===== config.mk =====
export PLATFORM = sky130hd
export DESIGN_NAME = store_queue
export DESIGN_NICKNAME = d
export VERILOG_FILES = /design/src/rtl/store_queue.sv
export SDC_FILE = /design/constraint.sdc
export NUM_CORES = 2
export LEC_CHECK = 0
export ABC_CLOCK_PERIOD_IN_PS = 8450
export BUFFER_PORTS_ARGS = -buffer_cell sky130_fd_sc_hd__buf_2
export CAP_MARGIN = 40
export CELL_PAD_IN_SITES_DETAIL_PLACEMENT = 1
export CELL_PAD_IN_SITES_GLOBAL_PLACEMENT = 1
export CORE_MARGIN = 4
export CORE_UTILIZATION = 47
export CTS_CLUSTER_DIAMETER = 30
export DETAILED_ROUTE_END_ITERATION = 12
export HOLD_SLACK_MARGIN = 0.12
export PLACE_DENSITY_LB_ADDON = 0.1
export REMOVE_ABC_BUFFERS = 1
export SLEW_MARGIN = 20
export SYNTH_ARGS = -nofsm -noshare
export SYNTH_HDL_FRONTEND = slang
export SYNTH_SLANG_ARGS = --single-unit

===== constraint.sdc =====
create_clock -name clk -period 8.45 [get_ports clk]
set_input_delay 0.845 -clock clk [delete_from_list [all_inputs] [get_ports clk]]
set_output_delay 0.845 -clock clk [all_outputs]
set_load 0.01 [all_outputs]

===== src/rtl/store_queue.sv =====
// In-order store queue: allocate at dispatch, resolve at execute, commit at retire,
// drain committed stores to memory, and expose an age-ordered view for load forwarding.
module store_queue #(
    parameter int unsigned SQ_SIZE = 8,
    localparam int unsigned IW = $clog2(SQ_SIZE),
    localparam int unsigned PW = IW + 1
) (
    input  logic                       clk,
    input  logic                       rst,
    input  logic                       alloc_valid,
    output logic                       alloc_ready,
    output logic [IW-1:0]              alloc_idx,
    input  logic                       exec_valid,
    input  logic [IW-1:0]              exec_idx,
    input  logic [31:0]                exec_addr,
    input  logic [31:0]                exec_data,
    input  logic                       commit_valid,
    input  logic                       flush,
    output logic                       mem_req_valid,
    input  logic                       mem_req_ready,
    output logic [31:0]                mem_req_addr,
    output logic [31:0]                mem_req_data,
    output logic [SQ_SIZE-1:0]         sq_valid,
    output logic [SQ_SIZE-1:0][31:0]   sq_addr,
    output logic [SQ_SIZE-1:0][31:0]   sq_data,
    output logic [PW-1:0]              count,
    output logic                       full,
    output logic                       empty
);

    logic [PW-1:0] head_q, head_d, cptr_q, cptr_d, tail_q, tail_d;
    logic [SQ_SIZE-1:0] occupied_q, occupied_d;
    logic [SQ_SIZE-1:0] executed_q, executed_d;
    logic [SQ_SIZE-1:0] committed_q, committed_d;
    logic [SQ_SIZE-1:0][31:0] addr_q, addr_d, data_q, data_d;

    logic [IW-1:0] head_slot, cptr_slot, tail_slot;
    logic alloc_fire, exec_fire, commit_fire, drain_fire;
    logic [PW-1:0] flush_span;
    logic [SQ_SIZE-1:0] in_flush;

    assign head_slot = head_q[IW-1:0];
    assign cptr_slot = cptr_q[IW-1:0];
    assign tail_slot = tail_q[IW-1:0];

    assign full        = (head_slot == tail_slot) && (head_q[IW] != tail_q[IW]);
    assign empty       = (head_q == tail_q);
    assign count       = tail_q - head_q;
    assign alloc_ready = !full;
    assign alloc_idx   = tail_slot;

    assign mem_req_valid = occupied_q[head_slot] && committed_q[head_slot];
    assign mem_req_addr  = addr_q[head_slot];
    assign mem_req_data  = data_q[head_slot];

    assign alloc_fire  = alloc_valid && !full && !flush;
    assign exec_fire   = exec_valid && !flush && occupied_q[exec_idx] && !committed_q[exec_idx];
    assign commit_fire = commit_valid && (cptr_q != tail_q) && executed_q[cptr_slot];
    assign drain_fire  = mem_req_valid && mem_req_ready;

    // A commit in the same cycle as a flush is applied first, so the flush window
    // starts at the post-commit pointer.
    assign cptr_d     = commit_fire ? cptr_q + PW'(1) : cptr_q;
    assign flush_span = tail_q - cptr_d;

    for (genvar i = 0; i < SQ_SIZE; i++) begin : g_slot
        logic [IW-1:0] view_slot;

        assign in_flush[i] = {1'b0, IW'(i) - cptr_d[IW-1:0]} < flush_span;

        // Forwarding view position i maps to the i-th slot after head.
        assign view_slot   = head_slot + IW'(i);
        assign sq_valid[i] = (PW'(i) < count) && occupied_q[view_slot]
                             && executed_q[view_slot];
        assign sq_addr[i]  = sq_valid[i] ? addr_q[view_slot] : '0;
        assign sq_data[i]  = sq_valid[i] ? data_q[view_slot] : '0;
    end

    always_comb begin
        head_d      = head_q;
        tail_d      = tail_q;
        occupied_d  = occupied_q;
        executed_d  = executed_q;
        committed_d = committed_q;
        addr_d      = addr_q;
        data_d      = data_q;

        if (exec_fire) begin
            addr_d[exec_idx]     = exec_addr;
            data_d[exec_idx]     = exec_data;
            executed_d[exec_idx] = 1'b1;
        end

        if (commit_fire) begin
            committed_d[cptr_slot] = 1'b1;
        end

        if (alloc_fire) begin
            occupied_d[tail_slot]  = 1'b1;
            executed_d[tail_slot]  = 1'b0;
            committed_d[tail_slot] = 1'b0;
            tail_d                 = tail_q + PW'(1);
        end

        if (drain_fire) begin
            occupied_d[head_slot]  = 1'b0;
            executed_d[head_slot]  = 1'b0;
            committed_d[head_slot] = 1'b0;
            addr_d[head_slot]      = '0;
            data_d[head_slot]      = '0;
            head_d                 = head_q + PW'(1);
        end

        if (flush) begin
            occupied_d = occupied_d & ~in_flush;
            executed_d = executed_d & ~in_flush;
            tail_d     = cptr_d;
        end
    end

    always_ff @(posedge clk) begin
        if (rst) begin
            head_q      <= '0;
            cptr_q      <= '0;
            tail_q      <= '0;
            occupied_q  <= '0;
            executed_q  <= '0;
            committed_q <= '0;
            addr_q      <= '0;
            data_q      <= '0;
        end else begin
            head_q      <= head_d;
            cptr_q      <= cptr_d;
            tail_q      <= tail_d;
            occupied_q  <= occupied_d;
            executed_q  <= executed_d;
            committed_q <= committed_d;
            addr_q      <= addr_d;
            data_q      <= data_d;
        end
    end

endmodule


==> impl_summary.md <==
Flow run
Max-cap violations in this run came to 0.

Critical path
On the critical path the largest part of the delay comes from buffers and inverters. Walking the worst path, the cells encountered are buf_4 -> buf_16 -> buf_12 -> buf_4 -> buf_12 -> mux4_2 -> nand2_1 -> a21oi_1 -> buf_2. Setup slack on the worst reg-to-reg path comes out at 3770 ps. The number of buffer and inverter stages on the critical path is 6. In this run the worst path has a maximum fanout of 137. The worst register-to-register path begins at head_q[0]. STA puts the critical path data arrival time at 5080 ps.

The critical path start-end classification is reg -> out. The number of cells on the worst reg-to-reg path is 9. The worst setup path is captured at an output pin. The slowest stage cell on the critical path is dfxtp_4. The stage delay of the slowest cell on the critical path is between 600 and 700 ps.

The endpoint of the most critical register-to-register path is data_q[247]. The data required time at the worst endpoint is between 7000 and 8000 ps. The critical path capture point is sq_data[100]. The critical path depth is 9.

Tracing the worst setup path back leads to its startpoint at head_q[0]. The startpoint kind of the worst setup timing path is a register.

Synthesis
Of the post-synthesis cell area, the dominant cell type holds about 29%. A synthesized cell averages 8.20 um^2. The share of synthesized area occupied by flip-flops and latches is 27.1%. Summed over all instances, the cell type with the most area after synthesis is mux4_2.

The number of warnings issued by yosys is 0. Synthesis produced a netlist whose cell count is 4937. After synthesis the cells add up to just over 40000 um^2.

Ranked by total cell area, the synthesized netlist is headed by mux4_2 (29%), dfxtp_1 (27%), nand2_1 (17%). The number of synthesized flops with an enable pin is 0. The synthesized design contains 548 register bits.

The library cell with the highest instance count after synthesis is nand2_1. For this run, asynchronously set or reset flops after synthesis account for 0%. The commonest cells after synthesis are nand2_1 (1884), a21oi_1 (913), dfxtp_1 (548), mux4_2 (521), clkbuf_1 (258). Synthesis instantiated 69 different standard cells from the library.

The leading register cell type out of synthesis is dfxtp_1.

Power
The clock share of power is 66.6%. The switching power total is 1.98 mW. The switching part of the total is 23.4%. The power density relative to cell area is approximately 170 nW/um^2. The combinational fraction of design power is 2.6%.

Per report_power, the sequential group accounts for 30.8% of the total. For this design the static power due to leakage is 16.6 nW. The maximum resistive drop on vdd is about 0.17 mV. The internal power component is 6.48 mW.

Status
The run finished with clean final reports.

Placed design
At the end of routability-driven placement, the weighted congestion stood at around 0.89. The number of placed instances, taps included is 6319. Input and output buffers added on the ports amount to 668.

Once placement finished, the instance area stood at 44500 um^2. The half-perimeter wire length of the detailed placement result is 124000 um.

Routing
The initial DRC count is 5007. The wire length reported by the detailed router is slightly below 200000 um. In this run the remaining antenna-violating nets after routing total 0.

The vias after detailed routing is about 44k. In the final routed layout, each cell accounts on average for about 30 um. The routed via count divided by cell count is ~6.7. The number of DRC violations after detailed routing is 0. For this run, the detailed router's first-pass iteration total came to 6.

Timing
The worst hold-check slack is 435 ps. The final hold violation count is 0. The setup violation total in the final timing report is 0. Setup repair after global routing left no endpoint under its margin. Clock skew on the completed layout was measured at between 20 and 30 ps. The setup total negative slack is 0 ps. The smallest clock period supported by the final layout is computed as 5920 ps. In the finished design, the share of the clock period the worst path needs comes to 70.1%. The total count of max-transition violations in the final report is 0. The maximum achievable frequency is ~0.17 GHz.

The worst relative slew slack is 28.2%. At the pin with the least slew margin, the transition time is 1080 ps.

Global routing
The via count of the first global-routing pass came to 45.5k. Global routing finished with a remaining overflow of 0. The initial antenna violation count is 26.

The first-pass GRT wire length is ~290000 um. Global routing used 42.1% of the available tracks. The maximum number of pins on one net before global-route repair is 138.

Clock network
The CTS buffer count is 139. The clock input transition at the sequential cells of the worst setup and hold paths is 40 ps. The post-cts sizing count is 0. The clock reaches the later pin of the worst-skew pair after 730 ps. CTS placed an instance of clkbuf_16 at the clock tree root. The post-CTS repair timing setup buffer count is 0. TritonCTS built the clock tree. CTS built an H-tree with a depth of 4.

The TritonCTS sink count is 548. In this run the deepest clock path goes through 3 buffers. For this design, the CTS-stage hold fixing added 0 buffers.

Worst hold path
The worst hold path belongs to the class in -> reg.

Final layout
Once layout is complete, the cells apart from fillers number about 6.6k. The area overhead of the layout relative to synthesis is 22.8%. The area of all placed cells without fillers is 49700 um^2. The final net count is 5417. In the final layout, the share of cells above drive strength 1 is 29.1%. The final cell utilization of the core is between 50% and 60%.

Die
The core outline area is 85300 um^2. Pin placement for this block handled 669 I/O pins. The starting density of the core is 47.5%.

The floorplan step defined a die boundary enclosing 90900 um^2. The y dimension of the die is around 300 um. The horizontal die dimension is 302 um. The floorplan row count is between 100 and 150.
-- power groups by stage --
stage	clock network, mW	logic (mW)	registers (mW)
global route	5.81	0.226	2.60
global placement	0	0.199	2.65
detailed placement	0	0.205	2.65
floorplan	0	0.0684	2.65
CTS	5.64	0.209	2.60
finish	5.64	0.221	2.60
-- worst min path at each step --
stage,endpoint,startpoint,cells after the start,slack (ps)
3_5_place_dp,data_q[13],data_q[13],2,490
2_1_floorplan,addr_q[10],addr_q[10],2,460
6_report,addr_q[129],exec_addr[1],3,430
3_3_place_gp,data_q[173],data_q[173],2,480
5_1_grt,addr_q[131],exec_addr[3],3,440
4_1_cts,addr_q[67],exec_addr[3],3,400
-- worst min-delay path, stage by stage --
cell	delay [ps]
buf_2	150
nand2_1	70
a21oi_1	50
-- kinds of logic after synthesis --
logic type,after synthesis,synth area share [%]
and+or+nand+nor,2155,20.6
AOI/OAI and AO/OA,978,12.6
muxes,666,32.6
DFF,548,27.1
buffers and inverters,543,5.81
xor gates and xnor gates,29,0.745
adders and majority gates,18,0.575
-- layer usage --
| metal | GRT usage, % | vias up | share of wire, % | routed length (um) |
|---|---|---|---|---|
| met2 | 68.0 | 3111 | 47 | 93100 |
| met4 | 24.3 | 14 | 6.0 | 11800 |
| met3 | 11.1 | 765 | 12 | 22800 |
| li1 | - | 18100 | - | - |
| met1 | 50.9 | 22500 | 35 | 70000 |
| met5 | 0 | - | 0.048 | 94 |
-- stage by stage --
step / worst slack, ps / power (mW)
final: 2530 / 8.46
after floorplan: -24340 / 2.72
after global routing: 2140 / 8.63
after global placement: 2980 / 2.85
after detailed placement: 3140 / 2.85
after CTS: 2330 / 8.45
-- layout by cell type (no fill, tap or decap), types with 23 or more instances in the layout --
cell	n
buf_2	668
clkbuf_16	140
buf_4	58
mux2i_1	139
a21oi_1	913
nor2_1	180
dfxtp_1	545
mux4_2	521
clkinv_2	25
nand2_1	1881
clkbuf_1	23
-- layout make-up --
cell class	instances	area, um^2
antenna	18	45.0
clock buffer	180	3820
clock inverter	68	1110
fill	10200	35600
inverter	24	93.8
multi-input combinational	3846	27500
sequential	548	11000
tap	1144	1430
timing repair buffer	766	4700
-- sequential cells by signal (all words and copies together) (netlist names) --
name	flops
occupied_q	8
cptr_q	4
data_q	256
committed_q	8
tail_q	4
executed_q	8
addr_q	256
head_q	4
No activity file was read; power rests on OpenSTA's default activity.
